$ cat src/rtl/pid_controller_mc_if.sv
// rtl/pid_controller_mc_if.sv - control, gain, process-value and result bundle for pid_controller_mc
interface pid_controller_mc_if #(
    parameter int NUM_CH        = 2,
    parameter int PID_INT_WIDTH = 16,
    parameter int PV_WIDTH      = 7,
    parameter int CONTROL_WIDTH = 18
);
    logic                              clk_en;
    logic                              en;
    logic                              start;
    logic [NUM_CH*PID_INT_WIDTH-1:0]   k_p;
    logic [NUM_CH*PID_INT_WIDTH-1:0]   k_i;
    logic [NUM_CH*PID_INT_WIDTH-1:0]   k_d;
    logic [NUM_CH*PV_WIDTH-1:0]        setpoint;
    logic [NUM_CH*PV_WIDTH-1:0]        feedback;
    logic                              busy;
    logic                              done;
    logic                              overrun;
    logic [NUM_CH-1:0]                 sat;
    logic [NUM_CH*(PV_WIDTH+1)-1:0]    error;
    logic [NUM_CH*CONTROL_WIDTH-1:0]   control_out;

    modport master (
        output clk_en, en, start, k_p, k_i, k_d, setpoint, feedback,
        input  busy, done, overrun, sat, error, control_out
    );

    modport slave (
        input  clk_en, en, start, k_p, k_i, k_d, setpoint, feedback,
        output busy, done, overrun, sat, error, control_out
    );
endinterface

$ cat src/rtl/pid_controller_mc.sv
// rtl/pid_controller_mc.sv - time-multiplexed multi-channel PID with one shared multiplier
// Optional conditional-integration anti-windup: define PID_MC_ANTIWINDUP_EN.
module pid_controller_mc #(
    parameter int NUM_CH        = 2,
    parameter int PID_INT_WIDTH = 16,
    parameter int PV_WIDTH      = 7,
    parameter int CONTROL_WIDTH = 18,
    parameter int ACC_WIDTH     = 16,
    parameter int OUT_SHIFT     = 0
) (
    input  logic                 clk,
    input  logic                 reset,
    pid_controller_mc_if.slave   bus
);
    localparam int E_W    = PV_WIDTH + 1;
    localparam int D_W    = E_W + 1;
    localparam int G_W    = PID_INT_WIDTH + 1;
    localparam int B_W    = ACC_WIDTH + 1;
    localparam int PROD_W = G_W + B_W;
    localparam int SUM_W  = (PROD_W + 2 > CONTROL_WIDTH) ? PROD_W + 2 : CONTROL_WIDTH + 1;
    localparam int CH_W   = (NUM_CH > 1) ? $clog2(NUM_CH) : 1;

    localparam logic signed [SUM_W-1:0] CTRL_MAX =
        {{(SUM_W-CONTROL_WIDTH+1){1'b0}}, {(CONTROL_WIDTH-1){1'b1}}};
    localparam logic signed [SUM_W-1:0] CTRL_MIN = ~CTRL_MAX;

    typedef enum logic [2:0] {
        S_IDLE, S_ERR, S_MP, S_MI, S_MD, S_OUT, S_FIN, S_DONE
    } state_t;

    state_t                        r_state;
    state_t                        w_next;
    logic [CH_W-1:0]               r_ch;

    logic [PID_INT_WIDTH-1:0]      r_kp   [NUM_CH];
    logic [PID_INT_WIDTH-1:0]      r_ki   [NUM_CH];
    logic [PID_INT_WIDTH-1:0]      r_kd   [NUM_CH];
    logic [PV_WIDTH-1:0]           r_sp   [NUM_CH];
    logic [PV_WIDTH-1:0]           r_fb   [NUM_CH];
    logic signed [ACC_WIDTH-1:0]   r_acc  [NUM_CH];
    logic signed [E_W-1:0]         r_prev [NUM_CH];
    logic signed [E_W-1:0]         r_err  [NUM_CH];
    logic signed [CONTROL_WIDTH-1:0] r_ctrl [NUM_CH];
    logic [NUM_CH-1:0]             r_sat;
    logic                          r_overrun;

    logic signed [E_W-1:0]         r_e;
    logic signed [ACC_WIDTH-1:0]   r_acc_t;
    logic signed [SUM_W-1:0]       r_sum;

    logic signed [E_W-1:0]         w_e;
    logic signed [ACC_WIDTH:0]     w_acc_wide;
    logic signed [ACC_WIDTH-1:0]   w_acc_t;
    logic signed [D_W-1:0]         w_d;
    logic signed [G_W-1:0]         w_mul_a;
    logic signed [B_W-1:0]         w_mul_b;
    logic signed [PROD_W-1:0]      w_prod;
    logic signed [SUM_W-1:0]       w_s;
    logic                          w_clip_hi;
    logic                          w_clip_lo;
    logic signed [CONTROL_WIDTH-1:0] w_ctrl;
    logic                          w_hold;
    logic                          w_last;
    logic [NUM_CH*CONTROL_WIDTH-1:0] w_ctrl_bus;
    logic [NUM_CH*E_W-1:0]         w_err_bus;

    assign w_e        = $signed({1'b0, r_sp[r_ch]}) - $signed({1'b0, r_fb[r_ch]});
    assign w_acc_wide = (ACC_WIDTH+1)'(r_acc[r_ch]) + (ACC_WIDTH+1)'(r_e);
    assign w_d        = D_W'(r_e) - D_W'(r_prev[r_ch]);
    assign w_last     = (r_ch == CH_W'(NUM_CH - 1));

    // Integrator add saturates instead of wrapping when the top two bits disagree.
    always_comb begin
        w_acc_t = w_acc_wide[ACC_WIDTH-1:0];
        if (w_acc_wide[ACC_WIDTH] != w_acc_wide[ACC_WIDTH-1]) begin
            w_acc_t = w_acc_wide[ACC_WIDTH] ? {1'b1, {(ACC_WIDTH-1){1'b0}}}
                                            : {1'b0, {(ACC_WIDTH-1){1'b1}}};
        end
    end

    always_comb begin
        w_mul_a = '0;
        w_mul_b = '0;
        case (r_state)
            S_MP: begin
                w_mul_a = $signed({1'b0, r_kp[r_ch]});
                w_mul_b = B_W'(r_e);
            end
            S_MI: begin
                w_mul_a = $signed({1'b0, r_ki[r_ch]});
                w_mul_b = B_W'(w_acc_t);
            end
            S_MD: begin
                w_mul_a = $signed({1'b0, r_kd[r_ch]});
                w_mul_b = B_W'(w_d);
            end
            default: ;
        endcase
    end

    assign w_prod    = PROD_W'(w_mul_a) * PROD_W'(w_mul_b);
    assign w_s       = r_sum >>> OUT_SHIFT;
    assign w_clip_hi = (w_s > CTRL_MAX);
    assign w_clip_lo = (w_s < CTRL_MIN);
    assign w_ctrl    = w_clip_hi ? {1'b0, {(CONTROL_WIDTH-1){1'b1}}} :
                       w_clip_lo ? {1'b1, {(CONTROL_WIDTH-1){1'b0}}} :
                                   w_s[CONTROL_WIDTH-1:0];

`ifdef PID_MC_ANTIWINDUP_EN
    // Freeze the integrator only when it is pushing further into the clamp.
    assign w_hold = (w_clip_hi || w_clip_lo) && (r_e != '0) &&
                    (r_e[E_W-1] == w_s[SUM_W-1]);
`else
    assign w_hold = 1'b0;
`endif

    // The done state always drains to IDLE so the pulse is exactly one clk.
    always_comb begin
        w_next = r_state;
        if (r_state == S_DONE) begin
            w_next = S_IDLE;
        end else if (bus.clk_en) begin
            if (!bus.en) begin
                w_next = S_IDLE;
            end else begin
                case (r_state)
                    S_IDLE:  if (bus.start) w_next = S_ERR;
                    S_ERR:   w_next = S_MP;
                    S_MP:    w_next = S_MI;
                    S_MI:    w_next = S_MD;
                    S_MD:    w_next = S_OUT;
                    S_OUT:   w_next = w_last ? S_FIN : S_ERR;
                    S_FIN:   w_next = S_DONE;
                    default: w_next = S_IDLE;
                endcase
            end
        end
    end

    always_ff @(posedge clk) begin
        if (reset) begin
            r_state   <= S_IDLE;
            r_ch      <= '0;
            r_e       <= '0;
            r_acc_t   <= '0;
            r_sum     <= '0;
            r_sat     <= '0;
            r_overrun <= 1'b0;
            for (int i = 0; i < NUM_CH; i++) begin
                r_kp[i]   <= '0;
                r_ki[i]   <= '0;
                r_kd[i]   <= '0;
                r_sp[i]   <= '0;
                r_fb[i]   <= '0;
                r_acc[i]  <= '0;
                r_prev[i] <= '0;
                r_err[i]  <= '0;
                r_ctrl[i] <= '0;
            end
        end else begin
            r_state <= w_next;
            if (bus.clk_en && bus.start && (r_state != S_IDLE)) begin
                r_overrun <= 1'b1;
            end
            if (bus.clk_en) begin
                if (!bus.en) begin
                    r_ch  <= '0;
                    r_sat <= '0;
                    for (int i = 0; i < NUM_CH; i++) begin
                        r_acc[i]  <= '0;
                        r_prev[i] <= '0;
                        r_ctrl[i] <= '0;
                    end
                end else begin
                    case (r_state)
                        S_IDLE: begin
                            if (bus.start) begin
                                r_ch <= '0;
                                for (int i = 0; i < NUM_CH; i++) begin
                                    r_kp[i] <= bus.k_p[i*PID_INT_WIDTH +: PID_INT_WIDTH];
                                    r_ki[i] <= bus.k_i[i*PID_INT_WIDTH +: PID_INT_WIDTH];
                                    r_kd[i] <= bus.k_d[i*PID_INT_WIDTH +: PID_INT_WIDTH];
                                    r_sp[i] <= bus.setpoint[i*PV_WIDTH +: PV_WIDTH];
                                    r_fb[i] <= bus.feedback[i*PV_WIDTH +: PV_WIDTH];
                                end
                            end
                        end
                        S_ERR: begin
                            r_e         <= w_e;
                            r_err[r_ch] <= w_e;
                            r_sum       <= '0;
                        end
                        S_MP, S_MD: begin
                            r_sum <= r_sum + SUM_W'(w_prod);
                        end
                        S_MI: begin
                            r_sum   <= r_sum + SUM_W'(w_prod);
                            r_acc_t <= w_acc_t;
                        end
                        S_OUT: begin
                            r_ctrl[r_ch] <= w_ctrl;
                            r_sat[r_ch]  <= w_clip_hi || w_clip_lo;
                            r_prev[r_ch] <= r_e;
                            r_acc[r_ch]  <= w_hold ? r_acc[r_ch] : r_acc_t;
                            if (!w_last) begin
                                r_ch <= r_ch + 1'b1;
                            end
                        end
                        default: ;
                    endcase
                end
            end
        end
    end

    always_comb begin
        w_ctrl_bus = '0;
        w_err_bus  = '0;
        for (int i = 0; i < NUM_CH; i++) begin
            w_ctrl_bus[i*CONTROL_WIDTH +: CONTROL_WIDTH] = r_ctrl[i];
            w_err_bus[i*E_W +: E_W]                      = r_err[i];
        end
    end

    assign bus.control_out = w_ctrl_bus;
    assign bus.error       = w_err_bus;
    assign bus.sat         = r_sat;
    assign bus.busy        = (r_state != S_IDLE);
    assign bus.done        = (r_state == S_DONE);
    assign bus.overrun     = r_overrun;
endmodule

$ cat src/flat_wrapper.sv
// flat-port wrapper written by rule: the top's interface ports become plain ports
module pid_controller_mc_flat 
#(
    parameter int NUM_CH        = 2,
    parameter int PID_INT_WIDTH = 16,
    parameter int PV_WIDTH      = 7,
    parameter int CONTROL_WIDTH = 18,
    parameter int ACC_WIDTH     = 16,
    parameter int OUT_SHIFT     = 0
)
  (clk, reset, bus_clk_en, bus_en, bus_start, bus_k_p, bus_k_i, bus_k_d, bus_setpoint, bus_feedback, bus_busy, bus_done, bus_overrun, bus_sat, bus_error, bus_control_out);
  pid_controller_mc_if #(.NUM_CH(NUM_CH), .PID_INT_WIDTH(PID_INT_WIDTH), .PV_WIDTH(PV_WIDTH), .CONTROL_WIDTH(CONTROL_WIDTH)) bus_i ();
  input  logic clk;
  input  logic reset;
  input wire logic [$bits(bus_i.clk_en)-1:0] bus_clk_en;
  input wire logic [$bits(bus_i.en)-1:0] bus_en;
  input wire logic [$bits(bus_i.start)-1:0] bus_start;
  input wire logic [$bits(bus_i.k_p)-1:0] bus_k_p;
  input wire logic [$bits(bus_i.k_i)-1:0] bus_k_i;
  input wire logic [$bits(bus_i.k_d)-1:0] bus_k_d;
  input wire logic [$bits(bus_i.setpoint)-1:0] bus_setpoint;
  input wire logic [$bits(bus_i.feedback)-1:0] bus_feedback;
  output wire logic [$bits(bus_i.busy)-1:0] bus_busy;
  output wire logic [$bits(bus_i.done)-1:0] bus_done;
  output wire logic [$bits(bus_i.overrun)-1:0] bus_overrun;
  output wire logic [$bits(bus_i.sat)-1:0] bus_sat;
  output wire logic [$bits(bus_i.error)-1:0] bus_error;
  output wire logic [$bits(bus_i.control_out)-1:0] bus_control_out;
  assign bus_i.clk_en = bus_clk_en;
  assign bus_i.en = bus_en;
  assign bus_i.start = bus_start;
  assign bus_i.k_p = bus_k_p;
  assign bus_i.k_i = bus_k_i;
  assign bus_i.k_d = bus_k_d;
  assign bus_i.setpoint = bus_setpoint;
  assign bus_i.feedback = bus_feedback;
  assign bus_busy = bus_i.busy;
  assign bus_done = bus_i.done;
  assign bus_overrun = bus_i.overrun;
  assign bus_sat = bus_i.sat;
  assign bus_error = bus_i.error;
  assign bus_control_out = bus_i.control_out;
  pid_controller_mc #(.NUM_CH(NUM_CH), .PID_INT_WIDTH(PID_INT_WIDTH), .PV_WIDTH(PV_WIDTH), .CONTROL_WIDTH(CONTROL_WIDTH), .ACC_WIDTH(ACC_WIDTH), .OUT_SHIFT(OUT_SHIFT)) u_core (.clk(clk), .reset(reset), .bus(bus_i));
endmodule
$ cat config.mk
export PLATFORM = sky130hd
export DESIGN_NAME = pid_controller_mc_flat
export DESIGN_NICKNAME = d
export VERILOG_FILES = /design/src/rtl/pid_controller_mc_if.sv /design/src/rtl/pid_controller_mc.sv /design/src/flat_wrapper.sv
export SDC_FILE = /design/constraint.sdc
export NUM_CORES = 1
export LEC_CHECK = 0
export CAP_MARGIN = 10
export CORE_ASPECT_RATIO = 1.2
export CORE_UTILIZATION = 44
export DETAILED_ROUTE_END_ITERATION = 8
export HOLD_SLACK_MARGIN = 0.1
export SLEW_MARGIN = 25
export SYNTH_ARGS = -nofsm -noshare
export SYNTH_HDL_FRONTEND = slang
export SYNTH_SLANG_ARGS = --single-unit
$ cat constraint.sdc
create_clock -name clk -period 30.3 [get_ports clk]
set_input_delay 3.03 -clock clk [delete_from_list [all_inputs] [get_ports clk]]
set_output_delay 3.03 -clock clk [all_outputs]
set_load 0.02 [all_outputs]
After elaboration in Yosys (flattened, before gate mapping)
Memory sizes are Yosys's and may differ from the RTL's. A register that Yosys moved wholly into a read port is not among the register bits.
Cells that the tools add are included.

word-level totals
  memories = 9
  word-level logic and storage cells = 156
  RAM bits = 224
  bits in registers = 67
  bits of input ports = 129

memories
  name             words  width  rd ports  clocked after memory_dff  write ports  RTL line                 RTL
  u_core.r_ctrl    2      18     2         0                         2            pid_controller_mc.sv:43  logic signed [CONTROL_WIDTH-1:0] r_ctrl [NUM_CH];
  u_core.r_acc     2      16     1         1                         2            pid_controller_mc.sv:40  logic signed [ACC_WIDTH-1:0] r_acc [NUM_CH];
  u_core.r_kd      2      16     1         1                         2            pid_controller_mc.sv:37  logic [PID_INT_WIDTH-1:0] r_kd [NUM_CH];
  u_core.r_ki      2      16     1         1                         2            pid_controller_mc.sv:36  logic [PID_INT_WIDTH-1:0] r_ki [NUM_CH];
  u_core.r_kp      2      16     1         1                         2            pid_controller_mc.sv:35  logic [PID_INT_WIDTH-1:0] r_kp [NUM_CH];
  u_core.r_err     2      8      2         0                         2            pid_controller_mc.sv:42  logic signed [E_W-1:0] r_err [NUM_CH];
  3 more memories  n/a    n/a    n/a       n/a                       n/a          n/a

operators by class
  reduce and logical (&&, ||, !) cells = 19
  bitwise logic cells = 16
  magnitude comparators = 4
  multipliers = 1
  add/subtract/negate cells = 5
  multiplexer cells = 84
  equal/unequal tests = 11

operator list
  cell                    count
  $mux W16                11
  $mux W18                5
  $pmux W36 S2            1
  $pmux W17 S3            1
  $mux W1                 48
  $pmux W16 S3            1
  $add A36 B34 Y36        1
  $gt A36 B18 Y1 const B  1
  $lt A36 B18 Y1 const B  1
  $mul A17 B17 Y34        1
  $mux W8                 4
  $mux W7                 4
  $pmux W3 S7             1
  $reduce_or A18 Y1       1
  $add A16 B8 Y17         1
  $or A1 B1 Y1            16
  $reduce_or A16 Y1       1
  $reduce_or A8 Y1        2
  $eq A3 B3 Y1 const B    4
  $reduce_and A3 Y1       4
  $mux W3                 3
  $sub A8 B8 Y9           1
  $sub A7 B7 Y8           1
  $eq A3 B2 Y1 const B    2
  other kinds (20)        24

Logic depth before layout (Yosys ltp)
Gate-level depths: netlist (run 1).

  word-level depth = 8
  mapped depth = 42

Worst setup path before layout (run 1)
No wires, ideal clock.

  path type = input to register
  start = input port bus_clk_en
  end = memory u_core.r_fb[0][0], enable pin
  stages = 4
  slack = 20.341 ns
  arrival = 9.326 ns
  library setup time = 0.633 ns
  required time = 29.667 ns
  cell sequence = clkbuf_1 > nand2_1 > clkbuf_1 > o21bai_1

RTL lines
  item         RTL line                 RTL
  from (decl)  flat_wrapper.sv:15       input wire logic [$bits(bus_i.clk_en)-1:0] bus_clk_en;
  to (decl)    pid_controller_mc.sv:39  logic [PV_WIDTH-1:0] r_fb [NUM_CH];

==> results.md, run 1 <==
- Arr. time, crit path: 11.38 ns
- R2R cell count: 35
- # Post-CTS Setup Buffers: 0
- Fin area: 0.02762 mm²
- Initial Utilization: 44.70%
- CP delay by family, top: adder cells
- Vias in the first global route: approximately 18,000
- Syn_area_per_cell: between 9 and 10 µm²
- Final setup fails: 0
- Post-synth ARST share: 0%
- Clk_lat worst skew: 0.61 ns
- Max VDD drop: 0.04182 mV
- CTS clk-pin slew, worst paths: about 0.06 ns
- Die height: 258.0 µm
- Worst setup EP type: flip-flop
- Pin count of the biggest net entering global routing: 125
- Placed cell area: 0.02664 mm²
- CTS tree: yes
- Resize count post-CTS: 0
- Post-DRT Antenna Nets: 0
- Hold endpoint: u_core.bus.sat[1]
- Status: completed
- Fin. Hold Viols: 0
- Root Driver: clkbuf_16
- Post-route setup slack: between 15 and 20 ns
- Worst-Margin Slew: 1.078 ns
- Routed wl met3: ~2200 µm
- XOR/XNOR Fraction of Synth Area: 1.713%
- Top Metal Used: met4
- Cts hold-fix bufs: 0
- Leakage power: 0.01202 µW
- Relative slew margins: 27.63%
- Site Rows: 93
- Worst R2R End: u_core.r_sum[31]
- Worst Hold Class: reg -> reg
- Pwr Total: 899.7 µW
- GRT Total Usage: 22.58%
- Simple-Gate Fraction of Synth Area: 15.65%
- Top FF cell, synth: edfxtp_1
- I/O Buffers: 185
- Worst slack, placed: 19.32 ns
- Clk buf depth: 3
- Critical path fanouts, max: 41
- Flop-to-flop setup slack: slightly below 20 ns
- Post-route setup TNS: 0 ns
- Most common cell after layout, fill and taps aside: inv_1
- M1 WL: 24,140 µm
- GPL Wtd Cong: 0.9160
- Worst hold stages: 2
- CTS sink count: between 200 and 300
- Core area: around 0.054 mm²
- CP startpoint kind: flip-flop
- Ys Warns: 0
- Area fraction in compound gates after synthesis: 9.356%
- Iter 0 DRT Violations: 1,051
- Drt wl/cell: around 19 µm
- Fillers: 4,952
- CP peak stage delay: a little over 0.7 ns
- Post-DP HPWL: 49,410 µm
- I/O pins: approximately 190
- Final Max Slew Viols: 0
- Layout net count: roughly 3,100
- Layout area overhead: 14.94%
- WP data required: 30.80 ns
- Utilization after layout: between 50% and 60%
- Adder-Cell Fraction of Synth Area: between 20% and 30%
- First drt pass iteration count: 5
- Crit share post-route: 35.89%
- Hold wc startpoint: u_core.bus.sat[1]
- Residual overflow from global routing: 0
- Clock Skews: 0.02283 ns
- Total CTS buffers: 31
- Drt drc: 0
- Distinct cell type count after synthesis: 75
- Max Cap Viol: 0
- First-pass GRT wire length: 97,460 µm
- Die area: 0.05556 mm²
- Total Wirelength: 62,490 µm
- Mux contribution to synthesized area: 3.254%
- Vias: around 17,000
- Tmin final: 10.87 ns
- Metal2 WL: 33,670 µm
- Fmax: 91.97 MHz
- WP buf/inv: 6
- Combinational family with the most area after synthesis: adder cells
- Antenna violations before repair: 3
- Post-Synthesis Cell Area: approximately 0.024 mm²
- Number of synthesized flops with an enable pin: 224
- Die Wd: 215.3 µm
- Share of cells above drive strength 1: 5.300%
- Pwr per Cell Area: 32.57 mW/mm²
- Post-synthesis sequential area ratio: 33.65%
- Slowest CP cell: dfxtp_4
- Seq cells post-synth: 292
- Via density: 5.238
- Most frequent cells in the layout: 376 x inv_1, 254 x nor2_1, 246 x fa_1, 224 x edfxtp_1, 213 x nand2_1
- Cell repeated most along the worst path: fa_1
- WS Path Type: reg -> reg
- Syn Inst Count: 2,415
- H-tree Lvls: 1
- RSZ-0062 raised after global routing: false
- Net Count, Synth: 2,948
Yosys cell counts (4+ instances only):
cell type,instances,area (µm²)
ha_1,158,1977
nor2b_1,17,106.4
a22oi_1,21,157.7
and2_1,199,1245
dfxtp_1,68,1361
and3_1,7,43.79
buf_1,5,18.77
nor3_1,20,100.1
xor2_1,17,148.9
mux2i_1,50,500.5
a31oi_1,5,31.28
nand4_1,10,62.56
a21oi_1,72,360.4
fa_1,246,4925
a211oi_1,17,127.6
mux2_2,25,281.5
o21ai_1,13,65.06
or3_1,9,56.30
nand2_1,213,799.5
a32oi_1,4,35.03
a22o_1,15,131.4
nor4_1,11,68.82
xnor2_1,30,262.8
nand2b_1,28,175.2
o211ai_1,21,157.7
buf_2,20,100.1
o21ai_0,50,250.2
nand3_1,12,60.06
a21o_1,32,240.2
a221oi_1,4,35.03
o21bai_1,5,37.54
inv_1,376,1411
clkbuf_1,77,289.0
edfxtp_1,224,6726
nor2_1,256,960.9
o21a_1,19,142.6
where the power goes:
group,internal (µW),leakage [µW],switching [µW]
logic,33.7,0.00862,41.0
registers,446,0.00292,4.48
clock network,212,0.000479,162
total,692,0.0120,208
worst register-to-register path, delay by kind of cell (launching register included):
kind	cells	cell delay, ns
compound gates	15	3.45
xor+xnor	1	0.07
fa+ha+maj	8	3.74
buf+inv	6	0.87
flops	1	0.71
mux	1	0.38
simple gates	4	1.56
flip-flops by register name, summed over array words and instances (netlist names), named ones only:
| signal | cells |
|---|---|
| u_core.r_sp | 14 |
| u_core.r_err | 16 |
| u_core.bus.sat | 2 |
| u_core.r_fb | 14 |
| u_core.r_ch | 1 |
| u_core.r_prev | 16 |
| u_core.r_acc_t | 16 |
| u_core.r_e | 8 |
| u_core.r_acc | 32 |
| u_core.r_kd | 32 |
| u_core.r_kp | 32 |
| u_core.bus.overrun | 1 |
| u_core.r_sum | 36 |
| u_core.r_state | 3 |
| u_core.r_ki | 32 |
| u_core.r_ctrl | 36 |
layout make-up:
class                      count  area, µm²  area share (%)
clock buffer                  47      855.8           3.098
antenna                        1      2.502        0.009060
sequential                   292       8093           29.30
timing repair buffer         216       2079           7.529
inverter                     377       1415           5.123
clock inverter                10      118.9          0.4303
tap                          712      890.9           3.225
multi-input combinational   1643      14170           51.29
how the worst max path moves through the flow:
stage                from           endpoint  slack [ns]  depth (start not counted)
2_1_floorplan  bus_clk_en  u_core.r_fb[0][0]       20.34                          4
3_3_place_gp    flip-flop   u_core.r_sum[31]       19.55                         36
3_5_place_dp    flip-flop   u_core.r_sum[31]       19.32                         36
4_1_cts         flip-flop   u_core.r_sum[31]       19.31                         36
5_1_grt         flip-flop   u_core.r_sum[31]       18.71                         35
6_report        flip-flop   u_core.r_sum[31]       19.43                         35
stage by stage:
stage,hold slack (ns),instances
after CTS,0.4760,3297
final,0.4762,3298
after global routing,0.4954,3298
after global placement,0.4572,3240
after floorplan,0.4493,2415
after detailed placement,0.4601,3240
kinds of logic (layout without fill, tap and decap cells):
group           after synthesis  after routing
fa+ha+maj                   405            405
other cells                   0              1
simple gates                794            794
xor+xnor                     47             47
flops                       292            292
compound gates              322            322
mux                          75             75
buf+inv                     480            650
metal layers:
metal | vias to the layer above | track usage [%]
met5 | - | 0
met4 | 0 | 8.688
met2 | 364 | 42.01
li1 | 8158 | -
met1 | 8635 | 26.71
met3 | 117 | 2.132
Note: power is estimated with default switching activity, not from simulation.
==> run 2: changes to the inputs <==
==> constraint.sdc (replaced) <==
create_clock -name clk -period 10.7 [get_ports clk]
set_input_delay 1.07 -clock clk [delete_from_list [all_inputs] [get_ports clk]]
set_output_delay 1.07 -clock clk [all_outputs]
set_load 0.02 [all_outputs]
==> results.md, run 2 (synthesis results as in run 1) <==
- Post-DRT Antenna Nets: 0 (unchanged)
- Layout area overhead: 15.29%
- Antenna violations before repair: 1 (-2)
- I/O Buffers: 185 (unchanged)
- First-pass GRT wire length: 101,100 µm (+3.8%)
- Total Wirelength: 63,890 µm (+2.2%)
- Multi-input logic area: 0.01417 mm² (about the same)
- Die Wd: 215.3 µm (unchanged)
- Switching Fraction: 23.53% (+0.42 points)
- Cell repeated most along the worst path: fa_1
- Hold endpoint: u_core.bus.sat[1]
- Total CTS buffers: 31 (unchanged)
- Layout net count: 3,099 (+0.16%)
- Worst Hold Class: reg -> reg
- Utilization after layout: 51.54% (+0.16 points)
- Flop-to-flop setup slack: 0.68 ns (-18.74 ns)
- Metal2 WL: 34,090 µm (+1.3%)
- Tmin final: 10.02 ns (-0.8566 ns)
- Fillers: 4,990 (+0.77%)
- RSZ-0062 raised after global routing: false
- Clk buf depth: 3 (unchanged)
- Comb pwr share: 8.3% (about the same)
- Max VDD drop: 0.1226 mV (+190%)
- Vias: 17,411 (+0.79%)
- Most common cell after layout, fill and taps aside: inv_1
- Leakage power: 0.01207 µW (+0.40%)
- Switch Pwr: 602.3 µW (+190%)
- Pin count of the biggest net entering global routing: 125 (unchanged)
- Routed wl met3: 2273 µm (+1.1%)
- Slowest CP cell: dfxtp_4
- CTS clk-pin slew, worst paths: 0.06 ns (about the same)
- Register share of total power: 49.9% (-0.2 points)
- Most frequent cells in the layout: 376 x inv_1, 255 x nor2_1, 246 x fa_1, 224 x edfxtp_1, 213 x nand2_1
- GPL Wtd Cong: 0.9466 (+3.3%)
- I/O pins: 186 (unchanged)
- Vias in the first global route: 18,189 (+3.3%)
- CP startpoint kind: flip-flop
- CP delay by family, top: adder cells
- FF+latch area: 0.008093 mm² (unchanged)
- WS Path Type: reg -> reg
- Drt drc: 0 (unchanged)
- Root Driver: clkbuf_16
- Worst hold stages: 2 (unchanged)
- Share of cells above drive strength 1: 5.596% (+0.30 points)
- Clock Skews: 0.02112 ns (-0.001709 ns)
- Worst R2R End: u_core.r_sum[31]
- M1 WL: 25,390 µm (+5.2%)
- Die area: 0.05556 mm² (unchanged)
- Hold wc startpoint: u_core.bus.sat[1]
- Crit share post-route: 93.62% (+58 points)
- Post-route setup TNS: 0 ns (unchanged)
- Final setup fails: 0 (unchanged)
- Iter 0 DRT Violations: 1,012 (-3.7%)
- Fmax: 99.83 MHz (+8.6%)
- CTS tree: yes
- Core area: 0.05376 mm² (unchanged)
- WP buf/inv: 7 (+1)
- Critical path fanouts, max: 23 (-44%)
- Residual overflow from global routing: 0 (unchanged)
- Via density: 5.271 (+0.64%)
- Site Rows: 93 (unchanged)
- Pwr per Cell Area: 92.41 mW/mm² (+180%)
- Worst-Margin Slew: 0.9685 ns (-0.1098 ns)
- Max Cap Viol: 0 (unchanged)
- Top Metal Used: met4
- Pwr Total: 2560 µW (+180%)
- CTS sink count: 292 (unchanged)
- Internal Power: 1958 µW (+180%)
- Biggest regs: u_core.r_ctrl x36, u_core.r_sum x36
- Clk_lat worst skew: 0.62 ns (about the same)
- Relative slew margins: 35.43% (+7.8 points)
- # diodes: 0 (-1)
- First drt pass iteration count: 5 (unchanged)
- Die height: 258.0 µm (unchanged)
- Worst setup EP type: flip-flop
- Status: completed
- Arr. time, crit path: 10.52 ns (-0.86 ns)
- Final Max Slew Viols: 0 (unchanged)
- H-tree Lvls: 1 (unchanged)
- # Post-CTS Setup Buffers: 0 (unchanged)
- Initial Utilization: 44.70% (unchanged)
- Drt wl/cell: 19.34 µm (+2.1%)
- WP data required: 11.20 ns (-19.60 ns)
- Fin. Hold Viols: 0 (unchanged)
- CP peak stage delay: 0.58 ns (-0.13 ns)
- R2R cell count: 35 (unchanged)
- Clk pwr share: 41.9% (+0.3 points)
- Post-DP HPWL: 50,250 µm (+1.7%)
- GRT Total Usage: 23.28% (+0.70 points)
run 2: cell count changes in the layout (fill, tap and decap cells not counted), sizes merged:
cell      previous run  this run
buf                 32        37
bufinv               2         1
clkbuf              47        46
clkinvlp             0         1
diode                1         0
inv                378       380
run 2: timing repair:
| item | in CTS | in global routing |
|---|---|---|
| gates resized for setup | 0 | 1 |
| endpoints found under the setup margin | 0 | 2 |
| hold buffers | 0 | 0 |
run 2: final cells by class:
cell class / instances / share of cell area (%)
multi-input combinational: 1643 / 51.16
sequential: 292 / 29.21
timing repair buffer: 221 / 7.727
inverter: 377 / 5.108
tap: 712 / 3.215
clock buffer: 46 / 3.188
clock inverter: 12 / 0.3929
run 2: tightest hold or removal path: cells and delay by family (launching register included):
kind	cells	cell delay [ns]
buf+inv	1	0.04
compound gates	1	0.07
flops	1	0.31
run 2: worst max path at each step:
stage | to | slack, ns | cells after the start | from
2_1_floorplan | u_core.r_sum[31] | 0.98 | 40 | flip-flop
3_3_place_gp | u_core.r_sum[31] | 0.71 | 35 | flip-flop
3_5_place_dp | u_core.r_sum[35] | 0.53 | 33 | flip-flop
4_1_cts | u_core.r_sum[35] | 0.53 | 33 | flip-flop
5_1_grt | u_core.r_sum[31] | 0.15 | 32 | flip-flop
6_report | u_core.r_sum[31] | 0.68 | 35 | flip-flop
run 2: power groups by stage:
stage	clock network, µW	logic (µW)	registers, µW
floorplan	0	96.2	1310
global placement	0	209	1300
detailed placement	0	212	1300
CTS	1090	213	1280
global route	1140	228	1280
finish	1070	212	1280
run 2: stage by stage:
stage	hold WS (ns)	area (µm²)	setup WS, ns	instances
after floorplan	0.4493	24030	0.9827	2415
after global placement	0.4552	26670	0.7071	3244
after detailed placement	0.4609	26710	0.5282	3245
after CTS	0.4750	27700	0.5252	3303
after global routing	0.5195	27710	0.1498	3303
final	0.4663	27710	0.6832	3303
run 2: routing by layer:
metal,up-vias,track usage [%]
met3,122,2.155
met2,344,43.23
met4,0,7.565
met5,-,0
li1,8177,-
met1,8768,28.17
